## src/rtl/pic_cmd_sequencer.sv

```systemverilog
// pic_cmd_sequencer
// Issues 8259-style command sequences (ICW init, single OCW, IRR/ISR/IMR
// reads) as fixed 5-clock bus cycles: SETUP, STROBE x2, HOLD, GAP.
//
// Ports
//   clk, reset          rising-edge clock, synchronous active-high reset
//   init_start, icw1-4  request the ICW sequence; words sampled on accept
//   ocw_start, ocw_sel, ocw_data   request one OCW (sel 1..3)
//   rd_start, rd_sel    request a register read (0=IRR, 1=ISR, 2=IMR)
//   dataBus_in/out/oe   PIC data bus (oe=1 drives the bus)
//   A0, CS, WR, RD      PIC control pins, CS/WR/RD active-low
//   busy, done, init_done, err     status (done/err are one-cycle pulses)
//   rd_data, rd_valid   captured read data and its one-cycle qualifier
//
// state  | meaning
// IDLE   | waiting for a start request
// SETUP  | CS low, A0 and write data presented, no strobe yet
// STROBE | WR or RD low, two clocks; read data captured on the second
// HOLD   | strobe released, CS and data still held
// GAP    | CS released; next word or back to IDLE
module pic_cmd_sequencer (
    input  logic       clk,
    input  logic       reset,
    input  logic       init_start,
    input  logic [7:0] icw1,
    input  logic [7:0] icw2,
    input  logic [7:0] icw3,
    input  logic [7:0] icw4,
    input  logic       ocw_start,
    input  logic [1:0] ocw_sel,
    input  logic [7:0] ocw_data,
    input  logic       rd_start,
    input  logic [1:0] rd_sel,
    input  logic [7:0] dataBus_in,
    output logic [7:0] dataBus_out,
    output logic       dataBus_oe,
    output logic       A0,
    output logic       CS,
    output logic       WR,
    output logic       RD,
    output logic       busy,
    output logic       done,
    output logic       init_done,
    output logic       err,
    output logic [7:0] rd_data,
    output logic       rd_valid
);

    typedef enum logic [2:0] {
        ST_IDLE,
        ST_SETUP,
        ST_STROBE,
        ST_HOLD,
        ST_GAP
    } state_t;

    state_t          state;
    logic [1:0]      step;
    logic [1:0]      last_step;
    logic            strobe_second;
    logic            seq_init;
    logic [3:0][7:0] word_data;
    logic [3:0]      word_a0;
    logic [3:0]      word_rd;

    // Request decode, only acted on in IDLE
    logic            accept;
    logic            reject;
    logic            new_init;
    logic [1:0]      new_last;
    logic [3:0][7:0] new_data;
    logic [3:0]      new_a0;
    logic [3:0]      new_rd;
    logic [1:0]      n;
    logic [1:0]      next_step;
    logic            any_start;

    assign next_step = step + 2'd1;
    assign any_start = init_start | ocw_start | rd_start;

    always_comb begin
        accept   = 1'b0;
        reject   = 1'b0;
        new_init = 1'b0;
        new_last = 2'd0;
        new_data = '0;
        new_a0   = '0;
        new_rd   = '0;
        n        = 2'd0;
        if (init_start) begin
            accept      = 1'b1;
            new_init    = 1'b1;
            reject      = ocw_start | rd_start;
            new_data[0] = icw1 | 8'h10;
            new_a0[0]   = 1'b0;
            new_data[1] = icw2;
            new_a0[1]   = 1'b1;
            n           = 2'd1;
            // icw1[1]=0 means cascade mode, which needs ICW3
            if (!icw1[1]) begin
                n           = n + 2'd1;
                new_data[n] = icw3;
                new_a0[n]   = 1'b1;
            end
            if (icw1[0]) begin
                n           = n + 2'd1;
                new_data[n] = icw4 & 8'h1F;
                new_a0[n]   = 1'b1;
            end
            new_last = n;
        end else if (ocw_start) begin
            reject = rd_start;
            if (!init_done || ocw_sel == 2'd0) begin
                reject = 1'b1;
            end else begin
                accept = 1'b1;
                case (ocw_sel)
                    2'd1: begin
                        new_data[0] = ocw_data;
                        new_a0[0]   = 1'b1;
                    end
                    2'd2: begin
                        new_data[0] = ocw_data & 8'hE7;
                        new_a0[0]   = 1'b0;
                    end
                    default: begin
                        new_data[0] = (ocw_data & 8'h6F) | 8'h08;
                        new_a0[0]   = 1'b0;
                    end
                endcase
            end
        end else if (rd_start) begin
            if (!init_done || rd_sel == 2'd3) begin
                reject = 1'b1;
            end else begin
                accept = 1'b1;
                if (rd_sel == 2'd2) begin
                    new_a0[0] = 1'b1;
                    new_rd[0] = 1'b1;
                end else begin
                    // IRR/ISR: select the register with OCW3 first
                    new_data[0] = (rd_sel == 2'd0) ? 8'h0A : 8'h0B;
                    new_a0[0]   = 1'b0;
                    new_a0[1]   = 1'b0;
                    new_rd[1]   = 1'b1;
                    new_last    = 2'd1;
                end
            end
        end
    end

    always_ff @(posedge clk) begin
        if (reset) begin
            state         <= ST_IDLE;
            step          <= 2'd0;
            last_step     <= 2'd0;
            strobe_second <= 1'b0;
            seq_init      <= 1'b0;
            word_data     <= '0;
            word_a0       <= '0;
            word_rd       <= '0;
            dataBus_out   <= 8'h00;
            dataBus_oe    <= 1'b0;
            A0            <= 1'b0;
            CS            <= 1'b1;
            WR            <= 1'b1;
            RD            <= 1'b1;
            busy          <= 1'b0;
            done          <= 1'b0;
            init_done     <= 1'b0;
            err           <= 1'b0;
            rd_data       <= 8'h00;
            rd_valid      <= 1'b0;
        end else begin
            done     <= 1'b0;
            rd_valid <= 1'b0;
            err      <= (state == ST_IDLE) ? reject : any_start;
            case (state)
                ST_IDLE: begin
                    if (accept) begin
                        state     <= ST_SETUP;
                        step      <= 2'd0;
                        last_step <= new_last;
                        seq_init  <= new_init;
                        word_data <= new_data;
                        word_a0   <= new_a0;
                        word_rd   <= new_rd;
                        busy      <= 1'b1;
                        if (new_init) begin
                            init_done <= 1'b0;
                        end
                        CS         <= 1'b0;
                        WR         <= 1'b1;
                        RD         <= 1'b1;
                        A0         <= new_a0[0];
                        dataBus_oe <= ~new_rd[0];
                        if (!new_rd[0]) begin
                            dataBus_out <= new_data[0];
                        end
                    end
                end
                ST_SETUP: begin
                    state         <= ST_STROBE;
                    strobe_second <= 1'b0;
                    if (word_rd[step]) begin
                        RD <= 1'b0;
                    end else begin
                        WR <= 1'b0;
                    end
                end
                ST_STROBE: begin
                    if (!strobe_second) begin
                        strobe_second <= 1'b1;
                    end else begin
                        state <= ST_HOLD;
                        WR    <= 1'b1;
                        RD    <= 1'b1;
                        if (word_rd[step]) begin
                            rd_data <= dataBus_in;
                        end
                    end
                end
                ST_HOLD: begin
                    state      <= ST_GAP;
                    CS         <= 1'b1;
                    dataBus_oe <= 1'b0;
                end
                ST_GAP: begin
                    if (step != last_step) begin
                        state      <= ST_SETUP;
                        step       <= next_step;
                        CS         <= 1'b0;
                        A0         <= word_a0[next_step];
                        dataBus_oe <= ~word_rd[next_step];
                        if (!word_rd[next_step]) begin
                            dataBus_out <= word_data[next_step];
                        end
                    end else begin
                        state    <= ST_IDLE;
                        busy     <= 1'b0;
                        done     <= 1'b1;
                        rd_valid <= word_rd[step];
                        if (seq_init) begin
                            init_done <= 1'b1;
                        end
                    end
                end
                default: begin
                    state <= ST_IDLE;
                    busy  <= 1'b0;
                    CS    <= 1'b1;
                    WR    <= 1'b1;
                    RD    <= 1'b1;
                end
            endcase
        end
    end

endmodule

```

## config.mk

```make
export PLATFORM = sky130hd
export DESIGN_NAME = pic_cmd_sequencer
export DESIGN_NICKNAME = d
export VERILOG_FILES = /design/src/rtl/pic_cmd_sequencer.sv
export SDC_FILE = /design/constraint.sdc
export NUM_CORES = 1
export LEC_CHECK = 0
export CAP_MARGIN = 30
export CELL_PAD_IN_SITES_DETAIL_PLACEMENT = 1
export CELL_PAD_IN_SITES_GLOBAL_PLACEMENT = 1
export CORE_MARGIN = 4
export CORE_UTILIZATION = 36
export DETAILED_ROUTE_END_ITERATION = 12
export GPL_ROUTABILITY_DRIVEN = 0
export PLACE_DENSITY_LB_ADDON = 0.3
export SETUP_SLACK_MARGIN = 0.05
export SYNTH_ARGS = -nofsm -noshare
export SYNTH_HDL_FRONTEND = slang
export SYNTH_SLANG_ARGS = --single-unit
```

## constraint.sdc

```tcl
create_clock -name clk -period 3.03 [get_ports clk]
set_input_delay 0.7575 -clock clk [delete_from_list [all_inputs] [get_ports clk]]
set_output_delay 0.7575 -clock clk [all_outputs]
set_load 0.05 [all_outputs]
```

Word level (Yosys, flattened, before mapping)

Index checks and enable logic that the tools add are counted.

Register bits: 73
Latch bits: 0
Bits in writable memories: 0
Bits in read-only memories: 0
Word-level logic and storage cells: 182
Memories: 0

$add $sub $neg: 2
$mul: 0
Div/mod/pow operators: 0
Magnitude comparators: 4
Equality and inequality tests: 19
Shift-type cells: 0
Muxes and demuxes: 98
Bitwise logic cells: 10
Reduce and logical (&&, ||, !) cells: 26

Operators with widths:

| kind               | number |
|---|---|
| $mux 8             | 11 |
| $mux 1             | 48 |
| $bwmux 32          | 1 |
| $mux 32            | 1 |
| $pmux 8 s2         | 2 |
| $mux 2             | 12 |
| $mux 24            | 1 |
| $ne 2x2->1 const B | 10 |
| $bmux 8 s2         | 1 |
| $demux 8 s2        | 1 |
| $mux 4             | 4 |
| $pmux 3 s5         | 1 |
| $reduce_and 3->1   | 5 |
| $reduce_and 5->1   | 2 |
| $lt 2x3->1 const B | 3 |
| $pmux 1 s3         | 3 |
| $pmux 1 s4         | 2 |
| $reduce_and 4->1   | 2 |
| $bmux 1 s2         | 3 |
| $eq 2x2->1 const B | 3 |
| $eq 3x2->1 const B | 2 |
| $mux 3             | 2 |
| $not 1->1          | 6 |
| $pmux 1 s2         | 3 |
| other kinds (20)   | 30 |

Depth between registers and ports, before layout

Depth after elaboration: 13
Depth in mapped cells: 10
Mapped depth without buffers: 7

Worst setup path after synthesis

No wires, ideal clock.

Kind: input-to-reg
Start: in ocw_sel[0]
End: reg dataBus_out[0]
Setup time: 115 ps
Arrival time: 2,289 ps
Slack: 626 ps
Cell stages on the path: 9
Cells stage by stage: inv_1 ha_1 and3b_1 buf_2 a311o_1 a32oi_4 buf_6 a21oi_1 o21a_1

Word-level cells in the longest chain between the ends: 8

RTL lines:

| item                   | line | source |
|---|---|---|
| start: declaration     | 30   | `input logic [1:0] ocw_sel,` |
| $logic_not 2->1 *      | 113  | `if (!init_done \|\| ocw_sel == 2'd0) begin` |
| $logic_or 1x1->1 *     | 113  |  |
| $mux 8                 | 113  |  |
| $mux 8                 | 111  | `end else if (ocw_start) begin` |
| $mux 8                 | 90   | `if (init_start) begin` |
| $mux 8                 | 197  | `if (!new_rd[0]) begin` |
| $mux 8                 | 180  | `if (accept) begin` |
| $pmux 8 s2             | 178  | `case (state)` |
| end signal: assignment | 198  | `dataBus_out <= new_data[0];` |
| end signal: assignment | 236  | `dataBus_out <= word_data[next_step];` |
| end: declaration       | 35   | `output logic [7:0] dataBus_out,` |

Mark *: on every way between the ends. The rest lies on a longest branch, timed or not. The select of a mux whose other input is x is not followed.
A chain may end at the register's enable or synchronous reset.

Final worst setup path

Start: in ocw_sel[0]
End: reg dataBus_out[2]

Same word-level chain as after synthesis.

==> results by group <==
STA
  – Fin Setup TNS: 0 ps
  – RSZ-0062 raised after global routing: no
  – Max Fclk: 369.5 MHz
  – Final setup violation count: 0
  – Worst-Margin Slew: 805.6 ps
  – Minimum clock period: 2707 ps
  – Final Cycle Share: 0.8932
  – Slew Viols, Final: 0
  – Final Hold Vio Count: 0
  – Final clock skew: 5.494 ps
  – Rel. slew slack: 0.4622

Layout
  – Filler instances: 1041
  – Sequential Area: 1361 um^2
  – Number of diodes: 0
  – Fin area: 4484 um^2
  – Multi-input logic area: 1755 um^2
  – Share of layout cells above drive strength 1: 0.1269
  – Syn-to-layout area delta: 34.84%
  – Number of nets in the layout: 523

Clocking
  – CTS Buffer Depth: 2
  – CTS Buf Count: 9
  – Hold-fix buffers, CTS: 0
  – H-tree depth: 3
  – # resized after CTS: 0
  – CTS tree: built
  – CTS root buf: clkbuf_8
  – # Post-CTS Setup Buffers: 0
  – Clock transition at path regs: 70 ps
  – CTS sink cnt: 68
  – Skew-Pair Late Insertion Delay: 350 ps

Min path
  – Hold crit path type: flop to flop
  – Hold Path End: word_data[10]
  – Worst Hold Launch: word_data[10]
  – Hold depth: 2

Placement
  – HPWL Detailed: 7371 um
  – Port Buffers: 78
  – Dpl cell area: 4235 um^2

Setup path
  – CP peak stage delay: 460 ps
  – Largest delay share family, worst path: compound AO/OA/AOI/OAI gates
  – Worst-path cell chain: clkdlybuf4s50_1 -> inv_1 -> ha_1 -> and3b_1 -> a311o_1 -> a32oi_4 -> buf_4 -> nand2_1 -> a21oi_2
  – Worst EP arrival: 2990 ps
  – Critical path required time: 3310 ps
  – Reg-to-Reg Start: state[1]
  – Worst R2R End: word_data[7]
  – CP max-delay cell: a311o_1
  – Setup crit end kind: flop
  – Worst reg2reg setup slack: 810 ps
  – R2R depth: 7
  – Worst Path Buf+Inv: 3
  – CP Class: input pin to flop
  – Startpoint types: input pin
  – Max FO, Critical Path: 11

Detailed routing
  – Initial DRT Pass Iterations: 4
  – Antenna-violating nets left: 0
  – DRT iter0 DRCs: 111
  – Vias per cell: 5.455
  – DR WL/cell: 17.34 um
  – Total routed wirelength: 9935 um
  – Total number of vias: 3126
  – # DRC: 0

Global route
  – GRT Residual Overflow: 0
  – Vias in the first global route: 3243
  – GRT Total Usage: 0.1869
  – Largest net degree at the start of global routing: 34
  – First-pass GRT wire length: 16390 um
  – Initial antenna violation count: 0

Yosys
  – Top-count cell post-synth: dfxtp_1
  – Most area-consuming cells after synthesis: dfxtp_1 41%, a21oi_1 6.0%, nand2_1 4.9%
  – EDFF count, synth: 0
  – Total nets after synthesis: 447
  – Ys async rst share: 0
  – Commonest cells in the netlist: 68 x dfxtp_1, 43 x nand2_1, 40 x a21oi_1, 33 x nor2_1, 32 x nand3_1
  – Synth Register Bits: 68
  – Mapped cell area: 3326 um^2
  – Largest area contributor in the netlist: dfxtp_1
  – Post-synthesis sequential area ratio: 0.4093
  – Synth Area per Inst: 8.661 um^2
  – Main synth FF type: dfxtp_1
  – Yosys cell types: 50
  – Top cell type's share of synthesized area: 0.4093
  – Post-synthesis cell count: 384
  – Yosys warning total: 0

Flow run
  – Maxcap violations: 0

Die
  – Full die area: 10840 um^2
  – # rows: 34
  – Io pins: 83
  – Die Wd: 104.1 um
  – Initial Util: 0.3758
  – Die height: 104.1 um
  – Core box area: 8848 um^2

Power and ir drop
  – Max IR drop VDD: 0.3246 mV
  – P per Cell Area: 530.2 nW/um^2
  – Leakage power: 0.001617 uW

Outcome
  – Status: finished clean
[worst max path at each step]
stage               start              to  slack (ps)  depth (start not counted)
2_1_floorplan  ocw_sel[0]  dataBus_out[0]         630                          9
3_3_place_gp   ocw_sel[0]  dataBus_out[5]          50                          9
3_5_place_dp   ocw_sel[0]  dataBus_out[2]         -30                          9
4_1_cts        ocw_sel[0]  dataBus_out[2]         320                          9
5_1_grt        ocw_sel[0]  dataBus_out[3]         190                          8
6_report       ocw_sel[0]  dataBus_out[2]         320                          9
[kinds of logic (layout without fill, tap and decap cells)]
| kind of cell | count (synthesis) | after routing | synth area share |
|---|---|---|---|
| mux | 21 | 21 | 0.08691 |
| xor+xnor | 3 | 3 | 0.007902 |
| fa+ha+maj | 7 | 7 | 0.02558 |
| compound gates | 98 | 98 | 0.2039 |
| simple gates | 141 | 141 | 0.2035 |
| buf+inv | 46 | 127 | 0.06283 |
| flops | 68 | 68 | 0.4093 |
[stage by stage]
| step | utilization | hold slack [ps] | setup WS, ps | total power (uW) | cells |
|---|---|---|---|---|---|
| global placement | 0.4786 | 438.8 | 54.02 | 1447 | 557 |
| detailed placement | 0.4786 | 447.7 | -32.13 | 1463 | 557 |
| finish | 0.5068 | 458.1 | 323.5 | 2377 | 573 |
| floorplan | - | 427.1 | 626.0 | 1274 | 384 |
| CTS | 0.5068 | 460.1 | 316.4 | 2395 | 573 |
| global route | 0.5068 | 473.2 | 192.2 | 2474 | 573 |
[final cells by class]
type / count / share of cell area
clock buffer: 10 / 0.03069
multi-input combinational: 270 / 0.3915
timing repair buffer: 97 / 0.2076
sequential: 68 / 0.3036
inverter: 14 / 0.01172
tap: 108 / 0.03013
clock inverter: 6 / 0.02483
[per-layer routing]
layer / share of wire / wire, um / track usage / up-vias
li1: - / - / - / 1518
met1: 0.43 / 4289 / 0.2268 / 1534
met3: 0.048 / 474 / 0.03166 / 10
met2: 0.51 / 5038 / 0.3324 / 64
met4: 0.013 / 133 / 0.06553 / 0
met5: 0 / 0 / 0 / -
[flip-flops by register name (all words and copies together) (netlist names), 2 cells and up]
signal / flops
word_data: 29
dataBus_out: 8
state: 3
word_a0: 3
word_rd: 2
rd_data: 8
step: 2
last_step: 2
[layout by cell type (no fill, tap or decap), types with 3 or more instances in the layout]
cell type / instances
buf_4: 18
mux2i_1: 12
mux4_2: 6
and2_1: 4
nor3_1: 4
xnor2_1: 3
clkdlybuf4s50_1: 77
nand3_1: 32
a21oi_1: 40
ha_1: 6
a211o_1: 5
nor3b_1: 6
dfxtp_1: 68
mux2_2: 3
nand3b_1: 4
bufinv_16: 3
nor2b_1: 4
nand2_1: 43
o21ai_0: 11
inv_1: 14
a211oi_1: 9
clkbuf_8: 10
a21oi_2: 5
a22oi_1: 3
a31oi_1: 7
nor2_1: 33
[report_power, final]
group	internal [uW]	leakage, uW	total, uW	switching [uW]
Combinational	201	0.000939	460	259
Clock	569	0.000122	933	364
Sequential	947	0.000555	985	37.8
Total	1720	0.00162	2380	661
[worst min-delay path: cells and delay by family (launching register included)]
kind | cells | cell delay, ps
flops | 1 | 310
compound gates | 1 | 50
simple gates | 1 | 50
(Power assumes the default switching activity.)
